==> src/rtl/lane_pack_8.sv <==
`default_nettype none
// ============================================================================
//  Module   : lane_pack_8
//  Purpose  : Packs a serial stream of 32-bit words into groups of eight
//             parallel lanes and frames the groups into frames of
//             N = input_x*input_y groups (sof/eof marking, framing errors).
//  Revision : 1.0 - initial release
// ----------------------------------------------------------------------------
//  Ports
//     clk            in   1   clock, rising edge
//     rst            in   1   asynchronous active-high reset
//     in_valid       in   1   in_data/in_sof qualified (always accepted)
//     in_sof         in   1   first word of a new frame
//     in_data        in  32   serial word
//     out_valid      out  1   one-cycle pulse, new group on data_out_0..7
//     out_sof        out  1   first group of frame (with out_valid)
//     out_eof        out  1   last group of frame (with out_valid)
//     data_out_0..7  out 32   lane k = k-th word of the group
//     err            out  1   sticky framing error
// ============================================================================
module lane_pack_8 #(
   parameter int input_x = 4,
   parameter int input_y = 4
) (
   input  logic        clk,
   input  logic        rst,
   input  logic        in_valid,
   input  logic        in_sof,
   input  logic [31:0] in_data,
   output logic        out_valid,
   output logic        out_sof,
   output logic        out_eof,
   output logic [31:0] data_out_0,
   output logic [31:0] data_out_1,
   output logic [31:0] data_out_2,
   output logic [31:0] data_out_3,
   output logic [31:0] data_out_4,
   output logic [31:0] data_out_5,
   output logic [31:0] data_out_6,
   output logic [31:0] data_out_7,
   output logic        err
);

   localparam int              N      = input_x * input_y;
   localparam int              GW     = (N > 1) ? $clog2(N) : 1;
   localparam logic [GW-1:0]   G_LAST = GW'(N - 1);
   localparam logic [2:0]      W_LAST = 3'd7;

   logic [2:0]    wcnt;
   logic [GW-1:0] gcnt;
   // Only lanes 0..6 need staging: lane 7 is taken straight from in_data
   // on the completing cycle, which gives the single register stage latency.
   logic [31:0]   stage [0:6];
   logic [31:0]   dout  [0:7];

   always_ff @(posedge clk or posedge rst) begin
      if (rst) begin
         wcnt      <= '0;
         gcnt      <= '0;
         out_valid <= 1'b0;
         out_sof   <= 1'b0;
         out_eof   <= 1'b0;
         err       <= 1'b0;
         for (int k = 0; k < 7; k++) stage[k] <= '0;
         for (int k = 0; k < 8; k++) dout[k]  <= '0;
      end else begin
         out_valid <= 1'b0;
         out_sof   <= 1'b0;
         out_eof   <= 1'b0;
         if (in_valid) begin
            if (in_sof) begin
               // A start-of-frame always opens a fresh group in lane 0.
               // Arriving mid-group drops the partial group; arriving on a
               // group boundary before the frame was complete is a short frame.
               stage[0] <= in_data;
               wcnt     <= 3'd1;
               gcnt     <= '0;
               if ((wcnt != 3'd0) || (gcnt != '0)) err <= 1'b1;
            end else if (wcnt == W_LAST) begin
               for (int k = 0; k < 7; k++) dout[k] <= stage[k];
               dout[7]   <= in_data;
               out_valid <= 1'b1;
               out_sof   <= (gcnt == '0);
               out_eof   <= (gcnt == G_LAST);
               gcnt      <= (gcnt == G_LAST) ? '0 : gcnt + 1'b1;
               wcnt      <= 3'd0;
            end else begin
               stage[wcnt] <= in_data;
               wcnt        <= wcnt + 3'd1;
            end
         end
      end
   end

   assign data_out_0 = dout[0];
   assign data_out_1 = dout[1];
   assign data_out_2 = dout[2];
   assign data_out_3 = dout[3];
   assign data_out_4 = dout[4];
   assign data_out_5 = dout[5];
   assign data_out_6 = dout[6];
   assign data_out_7 = dout[7];

endmodule
`default_nettype wire

==> config.mk <==
export PLATFORM = sky130hd
export DESIGN_NAME = lane_pack_8
export DESIGN_NICKNAME = d
export VERILOG_FILES = /design/src/rtl/lane_pack_8.sv
export SDC_FILE = /design/constraint.sdc
export NUM_CORES = 1
export LEC_CHECK = 0
export ABC_AREA = 1
export BUFFER_PORTS_ARGS = -buffer_cell sky130_fd_sc_hd__buf_4
export CORE_ASPECT_RATIO = 0.7
export CORE_MARGIN = 2
export CORE_UTILIZATION = 40
export CTS_BUF_LIST = sky130_fd_sc_hd__clkbuf_8
export DETAILED_ROUTE_END_ITERATION = 16
export HOLD_SLACK_MARGIN = 0.08
export PLACE_DENSITY = 0.63
export SYNTH_ARGS = -nofsm -noshare
export SYNTH_HDL_FRONTEND = slang
export SYNTH_SLANG_ARGS = --single-unit
==> constraint.sdc <==
create_clock -name clk -period 44.4 [get_ports clk]
set_input_delay 6.66 -clock clk [delete_from_list [all_inputs] [get_ports clk]]
set_output_delay 6.66 -clock clk [all_outputs]
set_load 0.005 [all_outputs]
## Word-level counts from Yosys, hierarchy flattened

Cells that the tools add are included.
W data, S select, Z words.

- Bits in latches: 0
- RAM bits: 0
- Flip-flop bits (word level): 491
- Memories: 0
- ROM bits: 0
- Input bits: 36

- Div/mod/pow operators: 0
- Multiplexer cells: 19
- Reduce and logical (&&, ||, !) cells: 11
- Equality and inequality tests: 3
- $lt $le $gt $ge: 2
- Bitwise operators: 3
- Add/sub/neg operators: 2
- Multiply operators: 0
- Shift operators: 0

Operators by type and width:

| cell | number |
|---|---|
| $bwmux W224 | 1 |
| $mux W224 | 1 |
| $demux W32 S3 | 1 |
| $mux W32 | 2 |
| $mux W4 | 3 |
| $mux W1 | 9 |
| $reduce_and A3 Y1 | 3 |
| $mux W3 | 2 |
| $add A4 B1 Y4 const B | 1 |
| $eq A4 B4 Y1 const B | 1 |
| $ge A4 B4 Y1 const B | 1 |
| $logic_not A4 Y1 | 1 |
| $lt A4 B1 Y1 const B | 1 |
| $not A3 Y4 | 1 |
| $reduce_and A2 Y1 | 2 |
| $reduce_bool A4 Y1 | 1 |
| $add A3 B1 Y3 const B | 1 |
| $eq A3 B3 Y1 const B | 1 |
| $reduce_bool A3 Y1 | 1 |
| $ne A2 B2 Y1 const B | 1 |
| $not A1 Y1 | 2 |
| $reduce_bool A2 Y1 | 1 |
| $logic_and A1 B1 Y1 | 1 |
| $logic_or A1 B1 Y1 | 1 |

## Depth between registers and ports, before layout

Gate-level depths: netlist of the first run.

- Depth in word-level cells: 8
- Mapped depth: 9
- Depth with buffers taken out: 7

## Worst setup path before layout of the first run

OpenSTA, ideal clock, no wires.

- Path type: input to register
- Start: input port in_sof
- End: register stage[104] (netlist name)
- Cell stages on the path: 7
- Buffers on the path: 1
- Arrival time: 7.431 ns
- Required time: 44.270 ns
- Setup slack: 36.839 ns
- Cells stage by stage: inv_2 -> nand2_2 -> nor2_8 -> nand2_2 -> buf_2 -> nand2_1 -> o21ai_0

- Longest elaborated chain between the ends: 2

Ends and longest elaborated chain:

| item | line | text |
|---|---|---|
| start: declaration | 28 | `input logic in_sof,` |
| $not A1 Y1 (no line) | -- |  |
| $reduce_and A3 Y1 (no line) | -- |  |
| end signal: indexed assignment | 88 | `stage[wcnt] <= in_data;` |
| end: declaration | 53 | `logic [31:0] stage [0:6];` |

No other way between the ends.
A chain may end at the register's enable or synchronous reset.

## Worst setup path in the final report of the first run

- Start: input port in_sof
- End: register dout, in the netlist data_out_7[1]

- Longest elaborated chain between the ends: 2

Ends and longest elaborated chain:

| item | line | text |
|---|---|---|
| $not A1 Y1 (no line) | -- |  |
| $reduce_and A3 Y1 (no line) | -- |  |
| end: declaration | 54 | `logic [31:0] dout [0:7];` |

No other way between the ends.

==> run_results.csv, run 1 <==
group,metric,value,unit
timing,setup_viol,0,
worst_setup_path,rrSetupSlack,41.08,ns
pwr,finalPower,1.22,mW
grt,grt_pass1_vias,13500,
drt,topRoutingLayerUsed,"met5",
synthesis,synth_area_per_cell,9.54,um2
finish,final_cell_mix,"nand2_1, dfrtp_1, buf_4",
timing,clock.fmax,0.117,GHz
floorplanning,start_util,40.5,%
floorplanning,core,0.0451,mm2
cts,cts_buffer_depth,3,
grt,grt_pass1_wl,77.6,mm
cts,cts.reportedPaths.clkPinSlew,0.06,ns
timing,rsz0062_at_grt,"false",
finish,drive_above_1_share,18.9,%
worst_setup_path,reg2regPathDepth,7,
drt,drt_wl_total,50.0,mm
cts,postCtsSetupRepairBufs,0,
pwr,cellPowerDensity,54.5,mW/mm2
drt,firstDrtPassIters,5,
placed_design,place.gp.congestion,0.790,
finish,final_nets,2242,
worst_hold_path,hold_path_class,"reg -> reg",
timing,setup_tns,0,ns
finish,final_util,49.7,%
cts,cts_buffers,79,
cts,cts_tree,"done",
floorplanning,dieArea,0.0475,mm2
pwr,leakage,12.3,nW
pwr,ir_worst_vdd,24.1,uV
finish,final_common_cell,"nand2_1",
finish,multi_input_area,0.00529,mm2
drt,antenna_left,0,
cts,root_buffer,"clkbuf_8",
synthesis,syn-num-nets,1959,
synthesis,synth_seq_cells,491,
timing,min_period,8.58,ns
synthesis,synth.yosys.warnings,0,
synthesis,synth_cell_type_count,19,
outcome,outcome,"finished, final reports clean",
drt,drt_iter0_markers,1111,
synthesis,ys_seq_area_share,67.2,%
drt,drc_errors,0,
job,drv_cap,0,
grt,antenna_found_initial,5,
drt,wl_met3,3.88,mm
floorplanning,num_rows,65,
drt,via_per_inst,4.80,
worst_setup_path,crit_path_end_kind,"register",
finish,nFillCells,4325,
finish,seqCellArea,0.0123,mm2
placed_design,port_buffers,295,
cts,htree_levels,3,
timing,hold_viol_final,0,
worst_setup_path,critical_path_class,"in -> reg",
timing,whs,0.468,ns
worst_hold_path,hold_start,"stage[92]",
placed_design,dp_hpwl,31.5,mm
floorplanning,die_h,183,um
worst_setup_path,critPathRequiredTime,44.83,ns
cts,clk-insertion-delay-late,0.61,ns
finish,area_growth,22.5,%
grt,track_usage,21.3,%
timing,drv_slew,0,
worst_setup_path,rr_startpoint,"wcnt[0]",
timing,fin_crit_sh,19.3,%
grt,grt_start_max_net_pins,228,
drt,wl_met2,21.3,mm
drt,num_vias,13700,
synthesis,netlist_instances,1917,
cts,holdBufCountCts,0,
grt,grt.overflow.total,0,
drt,drt-met1-wl,23.6,mm
worst_hold_path,holdPathStages,2,
worst_setup_path,critPathLaunchType,"primary input",
synthesis,syn-cell-area,0.0183,mm2
worst_setup_path,crit_path_max_fanout,174,
floorplanning,die_width,260,um
timing,worst_pin_slew,1.38,ns
cts,cts.sinks,491,
floorplanning,io_pins,296,
worst_setup_path,crit_start,"in_sof",
drt,routedWlPerCell,17.5,um
worst_setup_path,critPathArrivalTime,9.01,ns
cts,cts-resized-gates,0,
timing,fin_skew,0.0148,ns
timing,relSlewSlack,8.29,%
worst max-delay path: stages:
cell and delay, ns:
buf_4 0.10, inv_2 0.06, nand2_2 0.15, nor2_4 0.08, inv_8 0.61, buf_4 1.00, o21ai_0 0.21
kinds of logic after synthesis:
group,Yosys count,synth area share (%)
AND/OR/NAND/NOR,1004,21.2
AO/OA/AOI/OAI,266,7.28
flip-flops,491,67.2
adder cells (fa/ha/maj),6,0.410
buffers and inverters,150,3.91
registers in the layout (all words and copies together) (netlist names), 3 cells and up:
name / flops
data_out_0: 32
data_out_1: 32
data_out_2: 32
data_out_3: 32
data_out_4: 32
data_out_5: 32
data_out_6: 32
data_out_7: 32
gcnt: 4
stage: 224
wcnt: 3
where the power goes:
part / internal (mW) / leakage [nW] / switching, mW
clock: 0.212 / 0.914 / 0.176
combinational: 0.0992 / 4.79 / 0.102
sequential: 0.564 / 6.56 / 0.0697
total: 0.875 / 12.3 / 0.347
per-stage QoR:
step / instance area (um2) / setup slack (ns) / instances
after global placement: 20800 / 35.09 / 2722
after CTS: 22400 / 35.72 / 2859
after detailed placement: 20800 / 35.04 / 2722
after global routing: 22400 / 35.39 / 2859
final: 22400 / 35.82 / 2862
after floorplan: 18300 / 24.04 / 1917
cell usage after synthesis (all sizes together):
library cell	count	area (um2)
buf	72	420
o21ai	261	1310
nand2	948	3570
inv	46	173
nand3	40	225
nor4	1	6.26
nor2	15	80.1
dfrtp	491	12300
ha	6	75.1
a21oi	5	25.0
clkbuf	32	123
path summary, 6_finish.rpt:
path,endpoint
worst min register to register,data_out_4[28]
max in group asynchronous,stage[212]
worst max-delay path,data_out_7[1]
min in group asynchronous,data_out_4[25]
worst min-delay path,data_out_4[28]
worst max register to register,data_out_7[1]
metal layers:
metal | up-vias | track usage [%]
met3 | 86 | 5.87
li1 | 6578 | -
met4 | 2 | 6.41
met2 | 376 | 30.6
met1 | 6701 | 31.3
met5 | - | 0
area by class of cell:
class | instances | share of cell area [%]
tap | 603 | 3.37
multi-input combinational | 1276 | 23.6
clock buffer | 96 | 5.90
clock inverter | 41 | 1.13
antenna | 3 | 0.0335
timing repair buffer | 306 | 10.3
sequential | 491 | 54.8
inverter | 46 | 0.837
No activity file was read; power rests on OpenSTA's default activity.
==> run 2: changes to the inputs <==
Clock period 44.4 ns to 8.4 ns, I/O delays scaled along.
==> run_results.csv, run 2 (same netlist as run 1, synthesis figures left out) <==
group,metric,value,unit
drt,drc_errors,0,
worst_setup_path,critPathRequiredTime,8.92,ns
worst_setup_path,rrSetupSlack,4.28,ns
worst_setup_path,critPathArrivalTime,4.64,ns
finish,multi_input_area,0.00529,mm2
drt,drt_wl_total,50.5,mm
finish,finalInstanceArea,0.0224,mm2
floorplanning,io_pins,296,
finish,final_common_cell,"nand2_1",
worst_setup_path,crit_path_end_kind,"register",
grt,grt_pass1_vias,13600,
floorplanning,core,0.0451,mm2
timing,setup_viol,0,
timing,worst_slack,4.28,ns
cts,clk-insertion-delay-late,0.61,ns
worst_setup_path,crit_start,"wcnt[0]",
timing,worst_pin_slew,1.27,ns
cts,htree_levels,3,
outcome,outcome,"finished, final reports clean",
floorplanning,die_h,183,um
drt,num_vias,13800,
floorplanning,die_width,260,um
floorplanning,start_util,40.5,%
cts,root_buffer,"clkbuf_8",
cts,cts-resized-gates,0,
placed_design,place_area,0.0209,mm2
timing,rsz0062_at_grt,"false",
worst_setup_path,crit_chain,"ha_1 -> ha_1 -> inv_2 -> nor2_4 -> buf_4 -> buf_4 -> buf_4 -> nand3_1 -> o21ai_0",
drt,via_per_inst,4.83,
finish,final_nets,2242,
finish,nFillCells,4285,
timing,hold_viol_final,0,
drt,antenna_left,0,
finish,drive_above_1_share,18.9,%
timing,relSlewSlack,15.3,%
cts,cts.sinks,491,
worst_setup_path,crit_cells,9,
worst_setup_path,critPathLaunchType,"register",
job,drv_cap,0,
finish,area_growth,22.4,%
floorplanning,num_rows,65,
pwr,cellPowerDensity,286,mW/mm2
pwr,leakage,12.3,nW
worst_setup_path,crit_path_max_fanout,97,
drt,routedWlPerCell,17.7,um
timing,clock.fmax,0.243,GHz
worst_setup_path,reg2regPathDepth,9,
floorplanning,dieArea,0.0475,mm2
drt,drt_iter0_markers,1326,
worst_hold_path,holdPathStages,2,
pwr,finalPower,6.41,mW
worst_hold_path,hold_path_class,"reg -> reg",
timing,min_period,4.12,ns
grt,grt_pass1_wl,78.9,mm
worst_setup_path,crit_slowest_cell,"buf_4",
worst_setup_path,cpPeakStageDelay,0.93,ns
placed_design,place.gp.congestion,0.852,
finish,stdcell_count,2861,
finish,seqCellArea,0.0123,mm2
pwr,ir_worst_vdd,122,uV
drt,firstDrtPassIters,5,
worst_setup_path,r2r-end,"gcnt[3]",
timing,fin_skew,0.0238,ns
finish,largest-register,"stage",
timing,fin_crit_sh,49.1,%
cts,cts_tree,"done",
placed_design,port_buffers,295,
grt,grt_start_max_net_pins,201,
timing,drv_slew,0,
finish,final_cell_mix,"nand2_1, dfrtp_1, buf_4",
grt,track_usage,21.6,%
worst_setup_path,cp_num_buf_inv,4,
cts,postCtsSetupRepairBufs,0,
placed_design,post-place-ws,3.80,ns
worst_setup_path,rr_startpoint,"wcnt[0]",
worst_setup_path,critPathTopFamily,"buffers and inverters",
finish,largest_reg_flops,224,
worst_setup_path,endpoint,"gcnt[3]",
cts,cts_buffers,78,
timing,setup_tns,0,ns
cts,cts_buffer_depth,3,
grt,antenna_found_initial,3,
cts,holdBufCountCts,0,
placed_design,dp.cells,2723,
timing,whs,0.456,ns
placed_design,dp_hpwl,31.9,mm
worst_setup_path,critPathMostFrequentCell,"buf_4",
grt,grt.overflow.total,0,
finish,final_util,49.6,%
cts,cts.reportedPaths.clkPinSlew,0.06,ns
worst_setup_path,critical_path_class,"reg -> reg",
==> run 2: layout make-up <==
cell class,count,area share (%)
sequential,491,54.9
multi-input combinational,1276,23.6
timing repair buffer,307,10.5
clock buffer,97,5.96
tap,603,3.37
clock inverter,39,0.866
inverter,46,0.821
antenna,2,0.0224
==> run 2: worst min-delay path by stage <==
stage | slack (ns) | endpoint | start
2_1_floorplan | 0.45 | data_out_0[0] | stage[192]
3_3_place_gp | 0.46 | data_out_0[17] | stage[209]
3_5_place_dp | 0.46 | data_out_3[16] | stage[112]
4_1_cts | 0.46 | data_out_4[30] | stage[94]
5_1_grt | 0.49 | data_out_0[1] | data_out_0[1]
6_report | 0.46 | data_out_4[30] | stage[94]
==> run 2: metal layers <==
layer,GRT usage [%],vias to the layer above,share of wire (%),wire (um)
met2,31.5,396,44,22200
met4,4.92,2,1.6,809
met5,0,-,0.026,13
met3,5.25,69,6.8,3440
li1,-,6587,-,-
met1,32.5,6757,48,24100
==> run 2: report_power, final <==
part,leakage [nW],internal (mW),switching (mW)
clock network,0.892,1.07,0.926
logic,4.80,0.526,0.545
registers,6.56,2.98,0.365
total,12.3,4.57,1.84
==> run 2: worst reg2reg max path: cells and delay by family (launching register included) <==
family          cells  cell delay, ns
simple gates        2            0.33
buf+inv             4            2.47
compound gates      1            0.20
flops               1            0.46
fa+ha+maj           2            0.58
==> run 3: changes to the inputs <==
Settings changed: PLACE_DENSITY 0.63 to 0.65.
Clock period 8.4 ns to 3.55 ns, I/O delays scaled along.
==> run_results.csv, run 3 (same netlist as run 1, synthesis figures left out) <==
group,metric,value,unit
cts,cts_buffers,79,
cts,htree_levels,3,
timing,worst_pin_slew,1.17,ns
floorplanning,start_util,40.5,%
cts,cts.reportedPaths.clkPinSlew,0.07,ns
grt,grt_start_max_net_pins,228,
worst_setup_path,critPathArrivalTime,3.18,ns
worst_hold_path,worstHoldEndpoint,"stage[192]",
placed_design,dp_hpwl,32.7,mm
cts,postCtsSetupRepairBufs,0,
floorplanning,die_width,260,um
floorplanning,die_h,183,um
cts,clk-insertion-delay-late,0.66,ns
finish,nFillCells,4240,
cts,cts-resized-gates,0,
timing,whs,0.159,ns
finish,drive_above_1_share,19.4,%
drt,drc_errors,0,
cts,root_buffer,"clkbuf_8",
cts,cts_tree,"done",
drt,antenna_left,0,
timing,drv_slew,0,
cts,cts.sinks,491,
worst_setup_path,cp_num_buf_inv,2,
drt,via_per_inst,4.88,
finish,final_common_cell,"nand2_1",
worst_hold_path,holdPathStages,3,
finish,final_nets,2257,
worst_setup_path,critical_path_class,"reg -> reg",
floorplanning,dieArea,0.0475,mm2
timing,clock.fmax,0.382,GHz
worst_setup_path,crit_path_end_kind,"register",
worst_setup_path,critPathRequiredTime,4.12,ns
worst_hold_path,hold_start,"in_data[0]",
worst_setup_path,critPathLaunchType,"register",
job,drv_cap,0,
timing,fin_crit_sh,73.7,%
worst_setup_path,reg2regPathDepth,7,
drt,routedWlPerCell,17.7,um
worst_setup_path,rr_startpoint,"wcnt[0]",
grt,grt_pass1_vias,13800,
worst_setup_path,crit_slowest_cell,"buf_12",
worst_setup_path,critPathTopFamily,"buffers and inverters",
timing,hold_viol_final,0,
worst_setup_path,rrSetupSlack,0.93,ns
timing,setup_viol,0,
finish,largest_reg_flops,224,
grt,track_usage,21.9,%
finish,final_cell_mix,"nand2_1, dfrtp_1, buf_4",
pwr,cellPowerDensity,678,mW/mm2
timing,fin_skew,0.0202,ns
pwr,leakage,12.4,nW
drt,num_vias,14100,
timing,rsz0062_at_grt,"false",
grt,grt_pass1_wl,79.8,mm
grt,grt.overflow.total,0,
floorplanning,num_rows,65,
finish,area_growth,23.4,%
drt,drt_iter0_markers,1185,
worst_hold_path,hold_path_class,"in -> reg",
pwr,finalPower,15.3,mW
drt,firstDrtPassIters,5,
worst_setup_path,crit_path_max_fanout,227,
worst_setup_path,cpPeakStageDelay,0.66,ns
outcome,outcome,"finished, final reports clean",
finish,largest-register,"stage",
worst_setup_path,r2r-end,"data_out_3[31]",
placed_design,port_buffers,295,
pwr,ir_worst_vdd,289,uV
floorplanning,io_pins,296,
finish,final_util,50.0,%
finish,finalInstanceArea,0.0226,mm2
cts,cts_buffer_depth,3,
worst_setup_path,crit_chain,"ha_1 -> ha_1 -> inv_2 -> nor2_4 -> buf_12 -> nand2_1 -> nand2_1",
placed_design,place.gp.congestion,0.764,
timing,min_period,2.62,ns
placed_design,place_area,0.0210,mm2
grt,antenna_found_initial,6,
drt,drt_wl_total,51.1,mm
timing,relSlewSlack,22.3,%
floorplanning,core,0.0451,mm2
[run 3: layer usage]
metal	GRT usage (%)	routed length [um]
met1	31.8	23500
met5	0	0
met3	5.75	3720
met2	32.5	22900
met4	6.11	866
[run 3: repair_timing]
action / in CTS / in global routing
hold buffers: 2 / 0
hold endpoints to repair: 12 / 0
endpoints found under the setup margin: 0 / 0
[run 3: per-stage QoR]
stage / setup WS, ns / cells / TNS, ns
after global routing: 0.761 / 2876 / 0
after global placement: 1.00 / 2735 / 0
final: 0.935 / 2878 / 0
after CTS: 0.927 / 2876 / 0
after floorplan: -3.64 / 1917 / -1787.78
after detailed placement: 0.975 / 2735 / 0
[run 3: worst max-delay path by stage]
stage,start,to,slack (ns),cells after the start
after detailed placement,wcnt[0],data_out_5[7],0.98,7
after global routing,wcnt[0],data_out_2[12],0.76,7
after CTS,wcnt[0],gcnt[3],0.93,7
after global placement,wcnt[0],gcnt[3],1.00,7
final,wcnt[0],data_out_3[31],0.93,7
after floorplan,rst,data_out_0[0],-3.64,1
[run 3: worst reg2reg max path, delay by kind of cell, from the launching register on]
kind / cells / cell delay, ns
DFF: 1 / 0.47
buffers and inverters: 2 / 0.76
adders and majority gates: 2 / 0.57
and+or+nand+nor: 3 / 0.75
[run 3: final cells by class]
type	instances	area [um2]	share of cell area [%]
Clock inverter	40	199	0.881
Multi-Input combinational cell	1276	5290	23.4
Timing Repair Buffer	321	2490	11.0
Clock buffer	99	1360	6.04
Tap cell	603	754	3.34
Inverter	46	184	0.815
Sequential cell	491	12300	54.4
Antenna cell	2	5.00	0.0222
[run 3: where the power goes]
part	leakage [nW]	total [mW]	switching (mW)	internal, mW
Clock	0.910	4.82	2.24	2.58
Combinational	4.88	2.55	1.29	1.26
Sequential	6.56	7.92	0.874	7.05
